`src/rtl/decode_pkg.sv`:
```
// Shared opcodes, enums and the decoded control bundle for the RV32 decode stage.
// The M-extension encoding is gated by DECODE_MUL_DIV_EN in insn_decoder.
package decode_pkg;

    localparam int ALU_CTRL_WIDTH = 5;

    localparam logic [6:0] OP_R      = 7'b0110011;
    localparam logic [6:0] OP_LOAD   = 7'b0000011;
    localparam logic [6:0] OP_STORE  = 7'b0100011;
    localparam logic [6:0] OP_BRANCH = 7'b1100011;
    localparam logic [6:0] OP_IMM    = 7'b0010011;
    localparam logic [6:0] OP_JALR   = 7'b1100111;
    localparam logic [6:0] OP_JAL    = 7'b1101111;
    localparam logic [6:0] OP_LUI    = 7'b0110111;
    localparam logic [6:0] OP_AUIPC  = 7'b0010111;
    localparam logic [6:0] OP_FENCE  = 7'b0001111;

    localparam logic [6:0] F7_BASE   = 7'b0000000;
    localparam logic [6:0] F7_ALT    = 7'b0100000;
    localparam logic [6:0] F7_MULDIV = 7'b0000001;

    localparam logic [ALU_CTRL_WIDTH-1:0] ALU_LUI   = 5'b01111;
    localparam logic [ALU_CTRL_WIDTH-1:0] ALU_AUIPC = 5'b01110;

    typedef enum logic [2:0] {
        IMM_I  = 3'b000,
        IMM_S  = 3'b001,
        IMM_B  = 3'b010,
        IMM_J  = 3'b011,
        IMM_SH = 3'b100,
        IMM_U  = 3'b101
    } imm_src_e;

    typedef enum logic [1:0] {
        RES_ALU = 2'b00,
        RES_MEM = 2'b01,
        RES_PC4 = 2'b10
    } result_src_e;

    typedef struct packed {
        result_src_e                result_src;
        logic                       branch;
        logic                       jal;
        logic                       jalr;
        logic                       mem_load;
        logic                       mem_store;
        logic [ALU_CTRL_WIDTH-1:0]  alu_control;
        logic                       alu_src;
        imm_src_e                   imm_src;
        logic                       reg_write;
        logic [4:0]                 rd;
        logic [4:0]                 rs1;
        logic [4:0]                 rs2;
        logic [2:0]                 funct3;
        logic                       uses_rs1;
        logic                       uses_rs2;
        logic                       md_op;
        logic                       illegal;
    } ctrl_t;

    // Only add and sra/sub-style ops have a funct7=0100000 encoding.
    function automatic logic r_alt_legal(input logic [2:0] f3);
        return (f3 == 3'b000) || (f3 == 3'b101);
    endfunction

    // An illegal word must never write state, branch or touch memory.
    function automatic ctrl_t squash_effects(input ctrl_t c);
        ctrl_t s;
        s           = c;
        s.reg_write = 1'b0;
        s.mem_load  = 1'b0;
        s.mem_store = 1'b0;
        s.branch    = 1'b0;
        s.jal       = 1'b0;
        s.jalr      = 1'b0;
        return s;
    endfunction

endpackage

```
`src/rtl/decode_stage_insn_decoder.sv`:
```
// Combinational RV32I control decoder with illegal-instruction detection.
// Define DECODE_MUL_DIV_EN to accept funct7=0000001 R-type words as M-extension ops.
module insn_decoder
    import decode_pkg::*;
(
    input  logic [31:0] instr_i,
    output ctrl_t       ctrl_o
);

    logic [6:0] opcode;
    logic [2:0] f3;
    logic [6:0] f7;
    ctrl_t      dec;
    logic       bad;

    assign opcode = instr_i[6:0];
    assign f3     = instr_i[14:12];
    assign f7     = instr_i[31:25];

    always_comb begin
        dec        = '0;
        bad        = 1'b0;
        dec.rd     = instr_i[11:7];
        dec.rs1    = instr_i[19:15];
        dec.rs2    = instr_i[24:20];
        dec.funct3 = f3;

        case (opcode)
            OP_R: begin
                dec.uses_rs1    = 1'b1;
                dec.uses_rs2    = 1'b1;
                dec.reg_write   = 1'b1;
                dec.alu_control = {1'b0, f7[5], f3};
                if (f7 == F7_MULDIV) begin
`ifdef DECODE_MUL_DIV_EN
                    dec.alu_control = {2'b10, f3};
                    dec.md_op       = 1'b1;
`else
                    bad = 1'b1;
`endif
                end else if (f7 == F7_ALT) begin
                    bad = !r_alt_legal(f3);
                end else if (f7 != F7_BASE) begin
                    bad = 1'b1;
                end
            end
            // Loads and OP-IMM write rd like any other RV32 result-producing op.
            OP_LOAD: begin
                dec.result_src = RES_MEM;
                dec.mem_load   = 1'b1;
                dec.alu_src    = 1'b1;
                dec.reg_write  = 1'b1;
                dec.uses_rs1   = 1'b1;
                bad = (f3 == 3'b011) || (f3 == 3'b110) || (f3 == 3'b111);
            end
            OP_STORE: begin
                dec.mem_store = 1'b1;
                dec.alu_src   = 1'b1;
                dec.imm_src   = IMM_S;
                dec.uses_rs1  = 1'b1;
                dec.uses_rs2  = 1'b1;
                bad = (f3 > 3'b010);
            end
            OP_BRANCH: begin
                dec.branch   = 1'b1;
                dec.imm_src  = IMM_B;
                dec.uses_rs1 = 1'b1;
                dec.uses_rs2 = 1'b1;
                bad = (f3 == 3'b010) || (f3 == 3'b011);
            end
            OP_IMM: begin
                dec.alu_control = {1'b0, f7[5] & (f3 == 3'b101), f3};
                dec.alu_src     = 1'b1;
                dec.reg_write   = 1'b1;
                dec.uses_rs1    = 1'b1;
                if (f3 == 3'b001) begin
                    dec.imm_src = IMM_SH;
                    bad = (f7 != F7_BASE);
                end else if (f3 == 3'b101) begin
                    dec.imm_src = IMM_SH;
                    bad = (f7 != F7_BASE) && (f7 != F7_ALT);
                end
            end
            OP_JALR: begin
                dec.jalr       = 1'b1;
                dec.result_src = RES_PC4;
                dec.alu_src    = 1'b1;
                dec.reg_write  = 1'b1;
                dec.uses_rs1   = 1'b1;
                bad = (f3 != 3'b000);
            end
            OP_JAL: begin
                dec.jal        = 1'b1;
                dec.result_src = RES_PC4;
                dec.imm_src    = IMM_J;
                dec.reg_write  = 1'b1;
            end
            OP_LUI: begin
                dec.imm_src     = IMM_U;
                dec.alu_src     = 1'b1;
                dec.alu_control = ALU_LUI;
                dec.reg_write   = 1'b1;
            end
            OP_AUIPC: begin
                dec.imm_src     = IMM_U;
                dec.alu_control = ALU_AUIPC;
                dec.reg_write   = 1'b1;
            end
            OP_FENCE: begin
                bad = 1'b0;
            end
            default: begin
                bad = 1'b1;
            end
        endcase

        dec.illegal = bad || (instr_i[1:0] != 2'b11);
        if (dec.illegal) begin
            dec = squash_effects(dec);
        end
    end

    assign ctrl_o = dec;

endmodule

```
`src/rtl/decode_stage.sv`:
```
// Registered, handshaked RV32 decode stage with a small in-order output FIFO.
// Optional M-extension decode is enabled by DECODE_MUL_DIV_EN (see insn_decoder).
module decode_stage
    import decode_pkg::*;
#(
    parameter int XLEN       = 32,
    parameter int BUF_DEPTH  = 2,
    parameter int ALU_CTRL_W = 5
) (
    input  logic            clk,
    input  logic            rst_n,
    input  logic            flush,
    input  logic            in_valid,
    output logic            in_ready,
    input  logic [31:0]     in_instr,
    input  logic [XLEN-1:0] in_pc,
    output logic            out_valid,
    input  logic            out_ready,
    output ctrl_t           out_ctrl,
    output logic [XLEN-1:0] out_pc,
    output logic [31:0]     out_instr
);

    localparam int PTR_W = 1;
    localparam int CNT_W = 2;

    if (XLEN != 32) begin : g_bad_xlen
        $error("decode_stage: XLEN must be 32");
    end
    if ((BUF_DEPTH != 1) && (BUF_DEPTH != 2)) begin : g_bad_depth
        $error("decode_stage: BUF_DEPTH must be 1 or 2");
    end
    if (ALU_CTRL_W != ALU_CTRL_WIDTH) begin : g_bad_alu_w
        $error("decode_stage: ALU_CTRL_W must match the ctrl_t alu_control width");
    end

    logic [PTR_W-1:0] wr_ptr_q, wr_ptr_d;
    logic [PTR_W-1:0] rd_ptr_q, rd_ptr_d;
    logic [CNT_W-1:0] count_q, count_d;
    logic             push;
    logic             pop;
    ctrl_t            dec_ctrl;

    ctrl_t            ctrl_mem_q  [BUF_DEPTH];
    logic [XLEN-1:0]  pc_mem_q    [BUF_DEPTH];
    logic [31:0]      instr_mem_q [BUF_DEPTH];

    insn_decoder u_insn_decoder (
        .instr_i (in_instr),
        .ctrl_o  (dec_ctrl)
    );

    function automatic logic [PTR_W-1:0] ptr_inc(input logic [PTR_W-1:0] p);
        return (p == PTR_W'(BUF_DEPTH - 1)) ? '0 : p + 1'b1;
    endfunction

    // When full, a same-cycle pop frees the slot the new word will land in.
    assign in_ready  = (count_q < CNT_W'(BUF_DEPTH)) ||
                       ((count_q == CNT_W'(BUF_DEPTH)) && out_ready);
    assign out_valid = (count_q != '0);
    assign pop       = out_valid && out_ready;
    assign push      = in_valid && in_ready && !flush;

    always_comb begin
        wr_ptr_d = wr_ptr_q;
        rd_ptr_d = rd_ptr_q;
        count_d  = count_q;
        if (flush) begin
            wr_ptr_d = '0;
            rd_ptr_d = '0;
            count_d  = '0;
        end else begin
            if (push) begin
                wr_ptr_d = ptr_inc(wr_ptr_q);
            end
            if (pop) begin
                rd_ptr_d = ptr_inc(rd_ptr_q);
            end
            case ({push, pop})
                2'b10:   count_d = count_q + 1'b1;
                2'b01:   count_d = count_q - 1'b1;
                default: count_d = count_q;
            endcase
        end
    end

    always_ff @(posedge clk or negedge rst_n) begin
        if (!rst_n) begin
            wr_ptr_q <= '0;
            rd_ptr_q <= '0;
            count_q  <= '0;
        end else begin
            wr_ptr_q <= wr_ptr_d;
            rd_ptr_q <= rd_ptr_d;
            count_q  <= count_d;
        end
    end

    // Entries are reset so the head reads as all-zero straight out of reset.
    always_ff @(posedge clk or negedge rst_n) begin
        if (!rst_n) begin
            for (int i = 0; i < BUF_DEPTH; i++) begin
                ctrl_mem_q[i]  <= '0;
                pc_mem_q[i]    <= '0;
                instr_mem_q[i] <= '0;
            end
        end else if (push) begin
            ctrl_mem_q[wr_ptr_q]  <= dec_ctrl;
            pc_mem_q[wr_ptr_q]    <= in_pc;
            instr_mem_q[wr_ptr_q] <= in_instr;
        end
    end

    assign out_ctrl  = ctrl_mem_q[rd_ptr_q];
    assign out_pc    = pc_mem_q[rd_ptr_q];
    assign out_instr = instr_mem_q[rd_ptr_q];

endmodule

```
`config.mk`:
```
export PLATFORM = sky130hd
export DESIGN_NAME = decode_stage
export DESIGN_NICKNAME = d
export VERILOG_FILES = /design/src/rtl/decode_pkg.sv /design/src/rtl/decode_stage_insn_decoder.sv /design/src/rtl/decode_stage.sv
export SDC_FILE = /design/constraint.sdc
export NUM_CORES = 1
export LEC_CHECK = 0
export CORE_ASPECT_RATIO = 0.9
export CORE_MARGIN = 3
export CORE_UTILIZATION = 55
export DETAILED_ROUTE_END_ITERATION = 8
export PLACE_DENSITY = 0.92
export SETUP_SLACK_MARGIN = 0.5
export SKIP_LAST_GASP = 1
export SLEW_MARGIN = 20
export SYNTH_ARGS = -nofsm -noshare
export SYNTH_HDL_FRONTEND = slang
export SYNTH_SLANG_ARGS = --single-unit
```
`constraint.sdc`:
```
create_clock -name clk -period 4.1 [get_ports clk]
set_input_delay 0.82 -clock clk [delete_from_list [all_inputs] [get_ports clk]]
set_output_delay 0.82 -clock clk [all_outputs]
set_load 0.02 [all_outputs]
```
# After elaboration in Yosys (flattened, before gate mapping)
# Cells that the tools add are included.
[totals]
n_memories = 0
in_bits = 69
wordCells = 151
out_inout_bits = 105
register_bits = 210
latchBits = 0
mem_bits_rw = 0
romBits = 0
[op_classes]
eq_ne = 23
n_reduce_logical = 28
n_div = 0
n_bitwise = 3
mux = 45
shifts = 0
add_sub_neg = 4
mul = 0
n_lt_le_gt_ge = 5
[ops]
columns = ["operator", "count"]
rows = [
  ["32-bit two-way mux", 7],
  ["39-bit two-way mux", 4],
  ["64-bit bitwise mux", 2],
  ["78-bit bitwise mux", 1],
  ["39-bit demux with 1-bit select", 1],
  ["37-bit two-way mux", 1],
  ["32-bit demux with 1-bit select", 1],
  ["7-bit by 6-bit equality test with 1-bit output, second input constant", 4],
  ["7-bit equality test, second input constant", 3],
  ["1-bit two-way mux", 20],
  ["4-bit case mux with 4 select lines", 1],
  ["3-bit case mux with 5 select lines", 1],
  ["7-bit by 5-bit equality test with 1-bit output, second input constant", 2],
  ["3-bit equality test, second input constant", 3],
  ["2-bit case mux with 2 select lines", 2],
  ["7-bit by 1-bit equality test with 1-bit output, second input constant", 1],
  ["7-bit by 2-bit equality test with 1-bit output, second input constant", 1],
  ["7-bit by 4-bit equality test with 1-bit output, second input constant", 1],
  ["7-bit by 6-bit inequality test with 1-bit output, second input constant", 1],
  ["1-bit case mux with 7 select lines", 1],
  ["7-bit nonzero test", 1],
  ["7-bit OR reduction", 1],
  ["3-bit by 2-bit equality test with 1-bit output, second input constant", 2],
  ["1-bit logical AND", 6],
  ["25 further kinds", 40],
]

# Depth between registers and ports, before layout
[logic_depth]
ltp_word = 9
depth_mapped = 8
mapped_depth_nobuf = 5

# By module
# From an unflattened synthesis, not the netlist that was laid out.
[unflattened]
hier_cells = 679
area_unflattened_um2 = 9820.7
[modules_own_cells]
columns = ["mod", "instances", "area_each_um2", "cells_per_inst", "seq_area_each_um2"]
rows = [
  ["decode_stage", 1, 9152.5, 577, 5255.0],
  ["insn_decoder", 1, 668.1, 102, 0.0],
]

# Least setup slack after synthesis
# No wires, ideal clock.
[synth_path]
path_type = "register to output"
from = "register rd_ptr_q"
to = "output out_instr[10]"
arrival_time_ps = 1599
stages_incl_launch_ff = 5
path_slack_ps = 1681
path_buffers = 3
path_cell_list = "dfrtp_1 clkbuf_1 clkbuf_1 mux2_2 buf_4"
[synth_between]
elab_chain_cells = 4
[synth_rtl]
columns = ["element", "line_no", "text"]
rows = [
  ["start, declared", "decode_stage.sv:38", "logic [PTR_W-1:0] rd_ptr_q, rd_ptr_d;"],
  ["start signal, assigned", "decode_stage.sv:94", "rd_ptr_q <= rd_ptr_d;"],
  ["1-bit NOT with 2-bit output (implied by the code)", "decode_stage.sv:116", "assign out_instr = instr_mem_q[rd_ptr_q];"],
  ["32-bit two-way mux (implied by the code) (3 in a row)", "decode_stage.sv:116", ""],
  ["end, declared", "decode_stage.sv:21", "output logic [31:0] out_instr"],
]
# Every way passes these cells. The select of a mux whose other input is x is not followed.

# Worst setup path after layout
[layout_path]
from = "register rd_ptr_q"
to = "output out_instr[17]"
# Same word-level chain as after synthesis.

==> impl_metrics.env <==
export IMPL_initial_core_util_pct=57.8
export IMPL_maxSlewViolCount=0
export IMPL_grt_pass1_wl_mm=32.6
export IMPL_leakage_nw=4.87
export IMPL_clk_pin_slew_worst_paths_ps=60
export IMPL_cts_max_level=4
export IMPL_endpoint_kind="primary output"
export IMPL_fill_cells=952
export IMPL_setup_violations=0
export IMPL_finalCritPeriodShare_pct=81.4
export IMPL_rows=40
export IMPL_avgSynthCellArea_sq_um=9.06
export IMPL_crit_path_max_fanout=35
export IMPL_min_period_ps=3340
export IMPL_die_area_sq_um=15900
export IMPL_grt_overflow=0
export IMPL_muxShareOfSynthArea_pct=11.9
export IMPL_synthSimpleGateAreaFrac_pct=23.7
export IMPL_vdd_ir_drop_max_v=0.000506
export IMPL_cp_slowest_cell="dfrtp_4"
export IMPL_cts_sinks=170
export IMPL_status="complete, no violations"
export IMPL_drt_wirelength_per_cell_um=16.7
export IMPL_gp_congestion=0.888
export IMPL_via_per_inst=5.36
export IMPL_synthTopCellsByArea="dfrtp_1 54%, nand2_1 20%, mux2_2 12%, o21ai_0 3.0%, clkbuf_1 2.2%"
export IMPL_post_cts_buffers=0
export IMPL_slew_headroom_pct=56.1
export IMPL_clock_latency_ps=430
export IMPL_ys_ff_latch=170
export IMPL_drv_cap=0
export IMPL_path_class="reg -> out"
export IMPL_hpwl_mm=13.0
export IMPL_postCtsHoldBufs=0
export IMPL_cts_resized_gates=0
export IMPL_first_global_vias=6474
export IMPL_setup_worst_path_start="rd_ptr_q$_DFFE_PN0P_"
export IMPL_diodes=0
export IMPL_synth_compound_area_share_pct=5.68
export IMPL_layout_common_cells="419 x nand2_1, 170 x clkdlybuf4s50_1, 169 x dfrtp_1"
export IMPL_grt_max_degree=112
export IMPL_ys_flop_type="dfrtp_1"
export IMPL_finalNetCount=1075
export IMPL_synth_top_family_by_area="simple AND/OR/NAND/NOR gates"
export IMPL_final_common_cell="nand2_1"
export IMPL_drc=0
export IMPL_syn2layout_area_growth_pct=29.9
export IMPL_synth_top_area_share_pct=53.6
export IMPL_ys_warn_count=0
export IMPL_p_per_area_nw_per_um2=511
export IMPL_cp_required_ps=3280
export IMPL_vias=6474
export IMPL_antenna_found_initial=0
export IMPL_cts_tree="done"
export IMPL_cts_buffers_inserted=17
export IMPL_yosysTopAreaCell="dfrtp_1"
export IMPL_crit_path_cell_trace="buf_4, mux2_2, clkdlybuf4s50_1"
export IMPL_rsz0062_at_grt="false"
export IMPL_hold_path_class="in -> async"
export IMPL_syn_instance_count=875
export IMPL_critPathMaxStageDelay_ps=790
export IMPL_fin_util_pct=75.1
export IMPL_hold_viol=0
export IMPL_max_freq_mhz=300
export IMPL_ant_nets=0
export IMPL_critPathLaunchType="register"
export IMPL_die_y_um=120
export IMPL_layout_drive_gt1_share_pct=13.5
export IMPL_clockBufferDepth=2
export IMPL_dr_pass1_iters=5
export IMPL_drt_wl_total_mm=20.2
export IMPL_worstMarginPinSlew_ps=659
export IMPL_place_ws_ps=991
export IMPL_ios=174
export IMPL_r2r_start="count_q[0]$_DFFE_PN0P_"
export IMPL_core_area_sq_um=13700
export IMPL_drt_initial_drc_count=476
export IMPL_cts_root_buf="clkbuf_16"
export IMPL_synthArstFlopShare_pct=100
export IMPL_yosysSeqAreaShare_pct=53.6
export IMPL_finClkSkew_ps=6.29
export IMPL_critPathArrivalTime_ps=2520
export IMPL_synth_edff_count=0
export IMPL_netlist_area_sq_um=7930
export IMPL_r2r_slack_ps=1990
export IMPL_synthDistinctLibCells=43
export IMPL_synth_xor_area_share_pct=0.331
export IMPL_fin_setup_tns_ps=0
export IMPL_synth_adder_area_share_pct=0
export IMPL_fp_dieW_um=133
export IMPL_worst_slack_ps=762
export IMPL_port_buffers=171
export IMPL_gr_usage_all_layers_pct=25.7
[worst max-delay path: cells and delay by family, from the launching register on]
family   cells  cell delay (ps)
mux          1              370
buf+inv      2              930
flops        1              790
[metal layers]
layer / share of wire [%] / GRT usage (%)
met2: 50 / 42.1
met4: 1.2 / 8.18
met1: 41 / 33.9
met5: 0 / 0
met3: 7.6 / 6.62
[report_power, final]
group	internal (mW)	switching [mW]	leakage, nW
Clock	0.943	0.624	0.277
Sequential	2.02	0.190	2.17
Combinational	0.715	0.780	2.42
Total	3.67	1.59	4.87
[through the flow]
| step | hold WS, ps | area (sq um) | total power [mW] | cells |
|---|---|---|---|---|
| floorplan | 439 | 7930 | 3.08 | 876 |
| global placement | 451 | 9700 | 3.65 | 1175 |
| detailed placement | 457 | 9700 | 3.72 | 1175 |
| CTS | 472 | 10300 | 5.29 | 1207 |
| global route | 348 | 10300 | 5.52 | 1208 |
| finish | 323 | 10300 | 5.27 | 1208 |
[cells by family (layout without fill, tap and decap cells)]
logic type,after synthesis,in the layout
compound gates,72,72
xor+xnor,3,3
buf+inv,77,220
flops,170,170
mux,84,84
other cells,1,2
simple gates,468,468
[final cells by class]
cell class | count | area, sq um | share of cell area [%]
tap | 189 | 236 | 2.30
inverter | 5 | 18.8 | 0.182
sequential | 170 | 4260 | 41.3
timing repair buffer | 183 | 1890 | 18.3
multi-input combinational | 629 | 3330 | 32.3
clock inverter | 7 | 90.1 | 0.875
clock buffer | 25 | 485 | 4.71
[final timing paths]
kind | depth (start not counted) | endpoint
hold reg to reg | 2 | ctrl_mem_q[53]$_DFFE_PN0P_
setup / recovery | 3 | out_instr[17]
setup reg to reg | 6 | pc_mem_q[41]$_DFFE_PN0P_
min in group clk | 2 | ctrl_mem_q[53]$_DFFE_PN0P_
max in group asynchronous | 3 | pc_mem_q[35]$_DFFE_PN0P_
hold / removal | 1 | ctrl_mem_q[77]$_DFFE_PN0P_
[cell usage after synthesis (5+ instances only)]
library cell,number
nand2_1,419
dfrtp_1,170
mux2_2,84
o21ai_0,48
clkbuf_1,47
buf_4,20
nand3_1,9
nor2_1,8
nor3_1,6
buf_2,5
inv_1,5
nand2b_1,5
[registers in the layout, indices dropped and copies added (netlist names)]
| register | count |
|---|---|
| ctrl_mem_q | 66 |
| pc_mem_q | 64 |
| instr_mem_q | 36 |
| count_q | 2 |
| rd_ptr_q | 1 |
| wr_ptr_q | 1 |
No activity file was read; power rests on OpenSTA's default activity.
